### src/rtl/id_ex_operand_stage_pkg.sv
// Shared widths, types and constants for the ID/EX operand stage.
package id_ex_operand_stage_pkg;

  localparam int unsigned XLEN  = 32;
  localparam int unsigned AW    = 5;
  localparam int unsigned CTRLW = 16;

  typedef logic [XLEN-1:0]  word_t;
  typedef logic [AW-1:0]    reg_idx_t;
  typedef logic [CTRLW-1:0] ctrl_t;

  localparam reg_idx_t REG_ZERO = '0;

  // Contents of the EX pipeline slot.
  typedef struct packed {
    logic     valid;
    logic     wreg;
    logic     memread;
    reg_idx_t rs;
    reg_idx_t rt;
    reg_idx_t rd;
    ctrl_t    ctrl;
    word_t    imm;
    word_t    pc;
    word_t    rs_val;
    word_t    rt_val;
  } ex_slot_t;

endpackage

### src/rtl/id_ex_operand_stage_if.sv
// ID-side inputs, bypass sources and EX-side outputs of the ID/EX operand stage.
interface id_ex_operand_stage_if;
  import id_ex_operand_stage_pkg::*;

  logic     id_valid;
  reg_idx_t id_rs;
  reg_idx_t id_rt;
  logic     id_uses_rs;
  logic     id_uses_rt;
  reg_idx_t id_rd;
  logic     id_wreg;
  logic     id_memread;
  ctrl_t    id_ctrl;
  word_t    id_imm;
  word_t    id_pc;
  word_t    rf_rs_data;
  word_t    rf_rt_data;
  logic     exm_wreg;
  reg_idx_t exm_rd;
  word_t    exm_data;
  logic     wb_wreg;
  reg_idx_t wb_rd;
  word_t    wb_data;
  logic     flush;

  logic     stall_id;
  logic     ex_valid;
  word_t    ex_rs_val;
  word_t    ex_rt_val;
  reg_idx_t ex_rs;
  reg_idx_t ex_rt;
  reg_idx_t ex_rd;
  logic     ex_wreg;
  logic     ex_memread;
  ctrl_t    ex_ctrl;
  word_t    ex_imm;
  word_t    ex_pc;

  modport master (
    output id_valid, id_rs, id_rt, id_uses_rs, id_uses_rt, id_rd, id_wreg, id_memread,
           id_ctrl, id_imm, id_pc, rf_rs_data, rf_rt_data, exm_wreg, exm_rd, exm_data,
           wb_wreg, wb_rd, wb_data, flush,
    input  stall_id, ex_valid, ex_rs_val, ex_rt_val, ex_rs, ex_rt, ex_rd, ex_wreg,
           ex_memread, ex_ctrl, ex_imm, ex_pc
  );

  modport slave (
    input  id_valid, id_rs, id_rt, id_uses_rs, id_uses_rt, id_rd, id_wreg, id_memread,
           id_ctrl, id_imm, id_pc, rf_rs_data, rf_rt_data, exm_wreg, exm_rd, exm_data,
           wb_wreg, wb_rd, wb_data, flush,
    output stall_id, ex_valid, ex_rs_val, ex_rt_val, ex_rs, ex_rt, ex_rd, ex_wreg,
           ex_memread, ex_ctrl, ex_imm, ex_pc
  );

endinterface

### src/rtl/id_ex_operand_stage_fwd_mux.sv
// Operand select: MEM result, then WB result, then the base value; $zero never matches.
module id_ex_operand_stage_fwd_mux
  import id_ex_operand_stage_pkg::*;
(
  input  reg_idx_t src_i,
  input  word_t    base_i,
  input  logic     exm_wreg_i,
  input  reg_idx_t exm_rd_i,
  input  word_t    exm_data_i,
  input  logic     wb_wreg_i,
  input  reg_idx_t wb_rd_i,
  input  word_t    wb_data_i,
  output word_t    val_o
);

  logic exm_hit;
  logic wb_hit;

  always_comb begin
    exm_hit = exm_wreg_i && (exm_rd_i != REG_ZERO) && (exm_rd_i == src_i);
    wb_hit  = wb_wreg_i  && (wb_rd_i  != REG_ZERO) && (wb_rd_i  == src_i);
    if (exm_hit) begin
      val_o = exm_data_i;
    end else if (wb_hit) begin
      val_o = wb_data_i;
    end else begin
      val_o = base_i;
    end
  end

endmodule

### src/rtl/id_ex_operand_stage.sv
// ID/EX pipeline register with WB capture bypass, MEM/WB forwarding into EX and
// load-use stall detection.
module id_ex_operand_stage
  import id_ex_operand_stage_pkg::*;
(
  input logic                  clk,
  input logic                  rst_n,
  id_ex_operand_stage_if.slave bus_io
);

  ex_slot_t slot_q, slot_d;
  word_t    cap_rs_val, cap_rt_val;
  word_t    fwd_rs_val, fwd_rt_val;
  logic     stall;

  // The register file writes at the edge, so its read port is stale for the WB register.
  id_ex_operand_stage_fwd_mux u_cap_rs (
    .src_i      (bus_io.id_rs),
    .base_i     (bus_io.rf_rs_data),
    .exm_wreg_i (1'b0),
    .exm_rd_i   (REG_ZERO),
    .exm_data_i ('0),
    .wb_wreg_i  (bus_io.wb_wreg),
    .wb_rd_i    (bus_io.wb_rd),
    .wb_data_i  (bus_io.wb_data),
    .val_o      (cap_rs_val)
  );

  id_ex_operand_stage_fwd_mux u_cap_rt (
    .src_i      (bus_io.id_rt),
    .base_i     (bus_io.rf_rt_data),
    .exm_wreg_i (1'b0),
    .exm_rd_i   (REG_ZERO),
    .exm_data_i ('0),
    .wb_wreg_i  (bus_io.wb_wreg),
    .wb_rd_i    (bus_io.wb_rd),
    .wb_data_i  (bus_io.wb_data),
    .val_o      (cap_rt_val)
  );

  id_ex_operand_stage_fwd_mux u_ex_rs (
    .src_i      (slot_q.rs),
    .base_i     (slot_q.rs_val),
    .exm_wreg_i (bus_io.exm_wreg),
    .exm_rd_i   (bus_io.exm_rd),
    .exm_data_i (bus_io.exm_data),
    .wb_wreg_i  (bus_io.wb_wreg),
    .wb_rd_i    (bus_io.wb_rd),
    .wb_data_i  (bus_io.wb_data),
    .val_o      (fwd_rs_val)
  );

  id_ex_operand_stage_fwd_mux u_ex_rt (
    .src_i      (slot_q.rt),
    .base_i     (slot_q.rt_val),
    .exm_wreg_i (bus_io.exm_wreg),
    .exm_rd_i   (bus_io.exm_rd),
    .exm_data_i (bus_io.exm_data),
    .wb_wreg_i  (bus_io.wb_wreg),
    .wb_rd_i    (bus_io.wb_rd),
    .wb_data_i  (bus_io.wb_data),
    .val_o      (fwd_rt_val)
  );

  always_comb begin
    stall = bus_io.id_valid && slot_q.valid && slot_q.memread && (slot_q.rd != REG_ZERO) &&
            ((bus_io.id_uses_rs && (bus_io.id_rs == slot_q.rd)) ||
             (bus_io.id_uses_rt && (bus_io.id_rt == slot_q.rd)));
  end

  always_comb begin
    slot_d = slot_q;
    if (bus_io.flush || stall) begin
      // Bubble: data fields are held, only the qualifiers drop.
      slot_d.valid   = 1'b0;
      slot_d.wreg    = 1'b0;
      slot_d.memread = 1'b0;
    end else begin
      slot_d.valid   = bus_io.id_valid;
      slot_d.wreg    = bus_io.id_wreg && bus_io.id_valid;
      slot_d.memread = bus_io.id_memread && bus_io.id_valid;
      slot_d.rs      = bus_io.id_rs;
      slot_d.rt      = bus_io.id_rt;
      slot_d.rd      = bus_io.id_rd;
      slot_d.ctrl    = bus_io.id_ctrl;
      slot_d.imm     = bus_io.id_imm;
      slot_d.pc      = bus_io.id_pc;
      slot_d.rs_val  = cap_rs_val;
      slot_d.rt_val  = cap_rt_val;
    end
  end

  always_ff @(posedge clk or negedge rst_n) begin
    if (!rst_n) begin
      slot_q <= '0;
    end else begin
      slot_q <= slot_d;
    end
  end

  assign bus_io.stall_id   = stall;
  assign bus_io.ex_valid   = slot_q.valid;
  assign bus_io.ex_rs_val  = fwd_rs_val;
  assign bus_io.ex_rt_val  = fwd_rt_val;
  assign bus_io.ex_rs      = slot_q.rs;
  assign bus_io.ex_rt      = slot_q.rt;
  assign bus_io.ex_rd      = slot_q.rd;
  assign bus_io.ex_wreg    = slot_q.wreg;
  assign bus_io.ex_memread = slot_q.memread;
  assign bus_io.ex_ctrl    = slot_q.ctrl;
  assign bus_io.ex_imm     = slot_q.imm;
  assign bus_io.ex_pc      = slot_q.pc;

endmodule

### src/flat_wrapper.sv
// flat-port wrapper written by rule: the top's interface ports become plain ports
module id_ex_operand_stage_flat import id_ex_operand_stage_pkg::*;
  (clk, rst_n, bus_io_id_valid, bus_io_id_rs, bus_io_id_rt, bus_io_id_uses_rs, bus_io_id_uses_rt, bus_io_id_rd, bus_io_id_wreg, bus_io_id_memread, bus_io_id_ctrl, bus_io_id_imm, bus_io_id_pc, bus_io_rf_rs_data, bus_io_rf_rt_data, bus_io_exm_wreg, bus_io_exm_rd, bus_io_exm_data, bus_io_wb_wreg, bus_io_wb_rd, bus_io_wb_data, bus_io_flush, bus_io_stall_id, bus_io_ex_valid, bus_io_ex_rs_val, bus_io_ex_rt_val, bus_io_ex_rs, bus_io_ex_rt, bus_io_ex_rd, bus_io_ex_wreg, bus_io_ex_memread, bus_io_ex_ctrl, bus_io_ex_imm, bus_io_ex_pc);
  id_ex_operand_stage_if bus_io_i ();
  input logic clk;
  input logic rst_n;
  input wire logic [$bits(bus_io_i.id_valid)-1:0] bus_io_id_valid;
  input wire logic [$bits(bus_io_i.id_rs)-1:0] bus_io_id_rs;
  input wire logic [$bits(bus_io_i.id_rt)-1:0] bus_io_id_rt;
  input wire logic [$bits(bus_io_i.id_uses_rs)-1:0] bus_io_id_uses_rs;
  input wire logic [$bits(bus_io_i.id_uses_rt)-1:0] bus_io_id_uses_rt;
  input wire logic [$bits(bus_io_i.id_rd)-1:0] bus_io_id_rd;
  input wire logic [$bits(bus_io_i.id_wreg)-1:0] bus_io_id_wreg;
  input wire logic [$bits(bus_io_i.id_memread)-1:0] bus_io_id_memread;
  input wire logic [$bits(bus_io_i.id_ctrl)-1:0] bus_io_id_ctrl;
  input wire logic [$bits(bus_io_i.id_imm)-1:0] bus_io_id_imm;
  input wire logic [$bits(bus_io_i.id_pc)-1:0] bus_io_id_pc;
  input wire logic [$bits(bus_io_i.rf_rs_data)-1:0] bus_io_rf_rs_data;
  input wire logic [$bits(bus_io_i.rf_rt_data)-1:0] bus_io_rf_rt_data;
  input wire logic [$bits(bus_io_i.exm_wreg)-1:0] bus_io_exm_wreg;
  input wire logic [$bits(bus_io_i.exm_rd)-1:0] bus_io_exm_rd;
  input wire logic [$bits(bus_io_i.exm_data)-1:0] bus_io_exm_data;
  input wire logic [$bits(bus_io_i.wb_wreg)-1:0] bus_io_wb_wreg;
  input wire logic [$bits(bus_io_i.wb_rd)-1:0] bus_io_wb_rd;
  input wire logic [$bits(bus_io_i.wb_data)-1:0] bus_io_wb_data;
  input wire logic [$bits(bus_io_i.flush)-1:0] bus_io_flush;
  output wire logic [$bits(bus_io_i.stall_id)-1:0] bus_io_stall_id;
  output wire logic [$bits(bus_io_i.ex_valid)-1:0] bus_io_ex_valid;
  output wire logic [$bits(bus_io_i.ex_rs_val)-1:0] bus_io_ex_rs_val;
  output wire logic [$bits(bus_io_i.ex_rt_val)-1:0] bus_io_ex_rt_val;
  output wire logic [$bits(bus_io_i.ex_rs)-1:0] bus_io_ex_rs;
  output wire logic [$bits(bus_io_i.ex_rt)-1:0] bus_io_ex_rt;
  output wire logic [$bits(bus_io_i.ex_rd)-1:0] bus_io_ex_rd;
  output wire logic [$bits(bus_io_i.ex_wreg)-1:0] bus_io_ex_wreg;
  output wire logic [$bits(bus_io_i.ex_memread)-1:0] bus_io_ex_memread;
  output wire logic [$bits(bus_io_i.ex_ctrl)-1:0] bus_io_ex_ctrl;
  output wire logic [$bits(bus_io_i.ex_imm)-1:0] bus_io_ex_imm;
  output wire logic [$bits(bus_io_i.ex_pc)-1:0] bus_io_ex_pc;
  assign bus_io_i.id_valid = bus_io_id_valid;
  assign bus_io_i.id_rs = bus_io_id_rs;
  assign bus_io_i.id_rt = bus_io_id_rt;
  assign bus_io_i.id_uses_rs = bus_io_id_uses_rs;
  assign bus_io_i.id_uses_rt = bus_io_id_uses_rt;
  assign bus_io_i.id_rd = bus_io_id_rd;
  assign bus_io_i.id_wreg = bus_io_id_wreg;
  assign bus_io_i.id_memread = bus_io_id_memread;
  assign bus_io_i.id_ctrl = bus_io_id_ctrl;
  assign bus_io_i.id_imm = bus_io_id_imm;
  assign bus_io_i.id_pc = bus_io_id_pc;
  assign bus_io_i.rf_rs_data = bus_io_rf_rs_data;
  assign bus_io_i.rf_rt_data = bus_io_rf_rt_data;
  assign bus_io_i.exm_wreg = bus_io_exm_wreg;
  assign bus_io_i.exm_rd = bus_io_exm_rd;
  assign bus_io_i.exm_data = bus_io_exm_data;
  assign bus_io_i.wb_wreg = bus_io_wb_wreg;
  assign bus_io_i.wb_rd = bus_io_wb_rd;
  assign bus_io_i.wb_data = bus_io_wb_data;
  assign bus_io_i.flush = bus_io_flush;
  assign bus_io_stall_id = bus_io_i.stall_id;
  assign bus_io_ex_valid = bus_io_i.ex_valid;
  assign bus_io_ex_rs_val = bus_io_i.ex_rs_val;
  assign bus_io_ex_rt_val = bus_io_i.ex_rt_val;
  assign bus_io_ex_rs = bus_io_i.ex_rs;
  assign bus_io_ex_rt = bus_io_i.ex_rt;
  assign bus_io_ex_rd = bus_io_i.ex_rd;
  assign bus_io_ex_wreg = bus_io_i.ex_wreg;
  assign bus_io_ex_memread = bus_io_i.ex_memread;
  assign bus_io_ex_ctrl = bus_io_i.ex_ctrl;
  assign bus_io_ex_imm = bus_io_i.ex_imm;
  assign bus_io_ex_pc = bus_io_i.ex_pc;
  id_ex_operand_stage u_core (.clk(clk), .rst_n(rst_n), .bus_io(bus_io_i));
endmodule
### config.mk
export PLATFORM = sky130hd
export DESIGN_NAME = id_ex_operand_stage_flat
export DESIGN_NICKNAME = d
export VERILOG_FILES = /design/src/rtl/id_ex_operand_stage_pkg.sv /design/src/rtl/id_ex_operand_stage_if.sv /design/src/rtl/id_ex_operand_stage_fwd_mux.sv /design/src/rtl/id_ex_operand_stage.sv /design/src/flat_wrapper.sv
export SDC_FILE = /design/constraint.sdc
export NUM_CORES = 1
export LEC_CHECK = 0
export CELL_PAD_IN_SITES_DETAIL_PLACEMENT = 1
export CELL_PAD_IN_SITES_GLOBAL_PLACEMENT = 1
export CORE_MARGIN = 3
export CORE_UTILIZATION = 30
export DETAILED_ROUTE_END_ITERATION = 8
export DONT_BUFFER_PORTS = 1
export PLACE_DENSITY = 0.65
export SLEW_MARGIN = 0
export SYNTH_ARGS = -nofsm -noshare
export SYNTH_HDL_FRONTEND = slang
export SYNTH_HIERARCHICAL = 1
export SYNTH_SLANG_ARGS = --single-unit
export TNS_END_PERCENT = 30
### constraint.sdc
create_clock -name clk -period 3.9 [get_ports clk]
set_input_delay 0.78 -clock clk [delete_from_list [all_inputs] [get_ports clk]]
set_output_delay 0.78 -clock clk [all_outputs]
set_load 0.02 [all_outputs]
==> reports/metrics.yaml <==
outcome:
  status: "complete, no violations"
layout:
  fillers: 4478
  stdcell_area_mm2: 0.0130
  area_growth_pct: 7.82
  layout-drive-gt1-share: 0.264
  final_util: 0.332
  nets: 1415
  stdcell_count: 1704
drt:
  met3WireLength_um: 5070
  wl_um: 53900
  vias: 10500
  vias_per_cell: 6.16
  route.detailed.drc: 0
  wl_per_cell_um: 31.6
  wl_met2_um: 26100
  drt-pass1-iter-count: 5
  initialDrtViolationCount: 914
  top_layer: "met5"
  ant_nets: 0
  wl_met1_um: 21500
setup_path:
  slowest_delay_ns: 0.63
  crit_arrival_ns: 2.77
  critical_path.startpoint_type: "register"
  criticalPathCategory: "reg -> out"
  crit_fanout: 21
  crit_cells: 6
  cp_slowest_cell: "nor4_1"
  cp_top_family: "compound AO/OA/AOI/OAI gates"
  endpoint_kind: "primary output"
  crit_path_frequent_cell: "buf_4"
  path_cells: "nor4_1 > o21a_1 > buf_4 > o31ai_1 > a31oi_1 > buf_4"
  cp.required_ns: 3.12
  reg2reg_depth: 6
  path_buf_inv: 2
place:
  place_congestion: 0.819
  post-dp-hpwl_um: 37500
  dp.cells: 1664
  portBuffers: 0
  dpl_cell_area_mm2: 0.0123
global_route:
  grt_usage: 0.245
  grt-ovfl-total: 0
  grt_pass1_vias: 10900
  antenna_found_initial: 3
  grt_max_degree: 101
  grt_pass1_wl_um: 76200
sta:
  tightest_slew_ns: 1.48
  fin_crit_ns: 3.55
  fin_skew_ns: 0.0102
  fmax_mhz: 281
  maxSlewHeadroom: 0.0135
  fin_crit_sh: 0.911
  drv_slew: 0
  finalSetupViolations: 0
  fin_tns_setup_ns: 0
  hold_violations: 0
  grt_setup_unrepaired: "no"
synth:
  synthTopCellsByCount: "162 x dfrtp_1, 132 x nor4_1, 130 x nand4_1"
  synth_seq_cells: 162
  synth_edf_count: 0
  avgSynthCellArea_um2: 10.1
  netlist_area_mm2: 0.0121
  yosysSeqAreaShare: 0.336
  yosysWarningCount: 6
  async_flop_share: 1.00
  synth_top_cell_area_share: 0.336
  synth-main-ff-cell: "dfrtp_1"
  synth_area_leaders: "dfrtp_1 34%, mux2_4 12%, o31ai_1 8.0%"
  yosysMostFrequentCell: "dfrtp_1"
  synthCells: 1199
  ys_types: 33
  synth_top_area_cell: "dfrtp_1"
power:
  p_per_area_mw_per_mm2: 418
  switching_share: 0.389
  p_comb_frac: 0.281
  p_switching_mw: 2.11
  power_frac_seq: 0.395
  peakVddDrop_mv: 0.299
  leakage_nw: 4.79
  power.clock.fraction: 0.324
  p_int_mw: 3.32
clocking:
  root_buffer: "clkbuf_16"
  h-tree-depth: 4
  cts_tree: "yes"
  cts_made_buffers: 17
  path_clk_slew_ns: 0.08
  clkSinkCount: 162
  clockBufferDepth: 2
  clk_latency_ns: 0.45
floorplanning:
  core-area_mm2: 0.0392
  die_x_um: 206
  fp.dieH_um: 206
  pin_count: 406
  rows: 72
  initial_core_util: 0.308
  die_area_mm2: 0.0426
hold_path:
  hold_class: "in -> async"
run:
  maxCapViolCount: 0
[power groups by stage]
stage / sequential [mW] / clock (mW) / combinational, mW
floorplan: 1.97 / 0 / 1.28
global placement: 2.17 / 0 / 1.43
detailed placement: 2.18 / 0 / 1.46
CTS: 2.15 / 1.81 / 1.49
global route: 2.17 / 1.89 / 1.61
finish: 2.15 / 1.76 / 1.53
[state kept, by name, summed over array words and instances (netlist names)]
signal	cells
u_core/bus_io.ex_ctrl	16
u_core/bus_io.ex_imm	32
u_core/bus_io.ex_memread	1
u_core/bus_io.ex_pc	32
u_core/bus_io.ex_rd	5
u_core/bus_io.ex_rs	5
u_core/bus_io.ex_rt	5
u_core/bus_io.ex_valid	1
u_core/bus_io.ex_wreg	1
u_core/slot_q	64
[cell usage in the layout, fill, tap and decap left out, types with 5 or more instances in the layout]
| cell | synthesis | layout |
|---|---|---|
| buf_4 | 99 | 101 |
| dlygate4sd3_1 | 0 | 5 |
| a31oi_1 | 128 | 128 |
| clkbuf_16 | 0 | 17 |
| and2_1 | 8 | 8 |
| nand3_1 | 9 | 9 |
| conb_1 | 1 | 86 |
| mux2_2 | 59 | 59 |
| o31ai_1 | 128 | 128 |
| nand4_1 | 130 | 130 |
| xnor2_1 | 42 | 42 |
| nor4_1 | 132 | 132 |
| nor2_1 | 5 | 5 |
| inv_8 | 0 | 5 |
| buf_12 | 10 | 7 |
| dfrtp_1 | 162 | 162 |
| a21oi_4 | 5 | 5 |
| mux2_4 | 100 | 100 |
| nand2_1 | 15 | 15 |
[worst paths after layout]
kind / endpoint / start / slack, ns
setup / recovery: bus_io_ex_rt_val[30] / u_core/bus_io.ex_rt[2] / 0.35
hold / removal: u_core/bus_io.ex_imm[13] / rst_n / 0.04
setup reg to reg: u_core/slot_q[31] / u_core/bus_io.ex_rd[4] / 1.18
hold reg to reg: u_core/slot_q[53] / u_core/slot_q[53] / 0.51
max in group asynchronous: u_core/slot_q[10] / rst_n / 2.57
min in group clk: u_core/bus_io.ex_valid / bus_io_flush / 0.40
[timing repair]
action / 4_1_cts / 5_1_grt
buffers inserted: 0 / 0
hold endpoints to repair: 25 / 0
hold buffers: 7 / 0
resized for setup: 0 / 0
[layout make-up]
class	count	area, µm²	area share
Antenna cell	1	2.50	0.000193
Clock buffer	18	439	0.0338
Clock inverter	14	156	0.0120
Inverter	1	3.75	0.000289
Multi-Input combinational cell	877	6740	0.519
Sequential cell	162	4050	0.312
Tap cell	518	648	0.0499
Timing Repair Buffer	113	948	0.0730
[worst reg2reg max path, cell delays in order (launching register included)]
cell and delay [ns]:
dfrtp_1 0.67, xnor2_1 0.18, nand4_1 0.15, o22ai_2 0.14
a21oi_4 0.48, buf_4 0.55, mux2_2 0.44
[cells by family after synthesis]
| logic type | count (synthesis) | share of synthesized area |
|---|---|---|
| simple gates | 319 | 0.163 |
| mux | 159 | 0.180 |
| buf+inv | 245 | 0.132 |
| flops | 162 | 0.336 |
| xor+xnor | 42 | 0.0305 |
| compound gates | 271 | 0.159 |
| other cells | 1 | 0.000311 |
[layer usage]
layer / GRT usage / vias up
li1: - / 4516
met1: 0.307 / 5342
met2: 0.404 / 563
met3: 0.0764 / 71
met4: 0.0744 / 4
met5: 0 / -
[through the flow]
step	power, mW	hold slack (ns)	setup WS (ns)
floorplan	3.26	0.481	0.975
global placement	3.60	0.490	0.650
detailed placement	3.64	0.491	0.536
CTS	5.45	0.00358	0.354
global route	5.67	0.00828	0.167
finish	5.43	0.0405	0.348
Note: power is estimated with default switching activity, not from simulation.
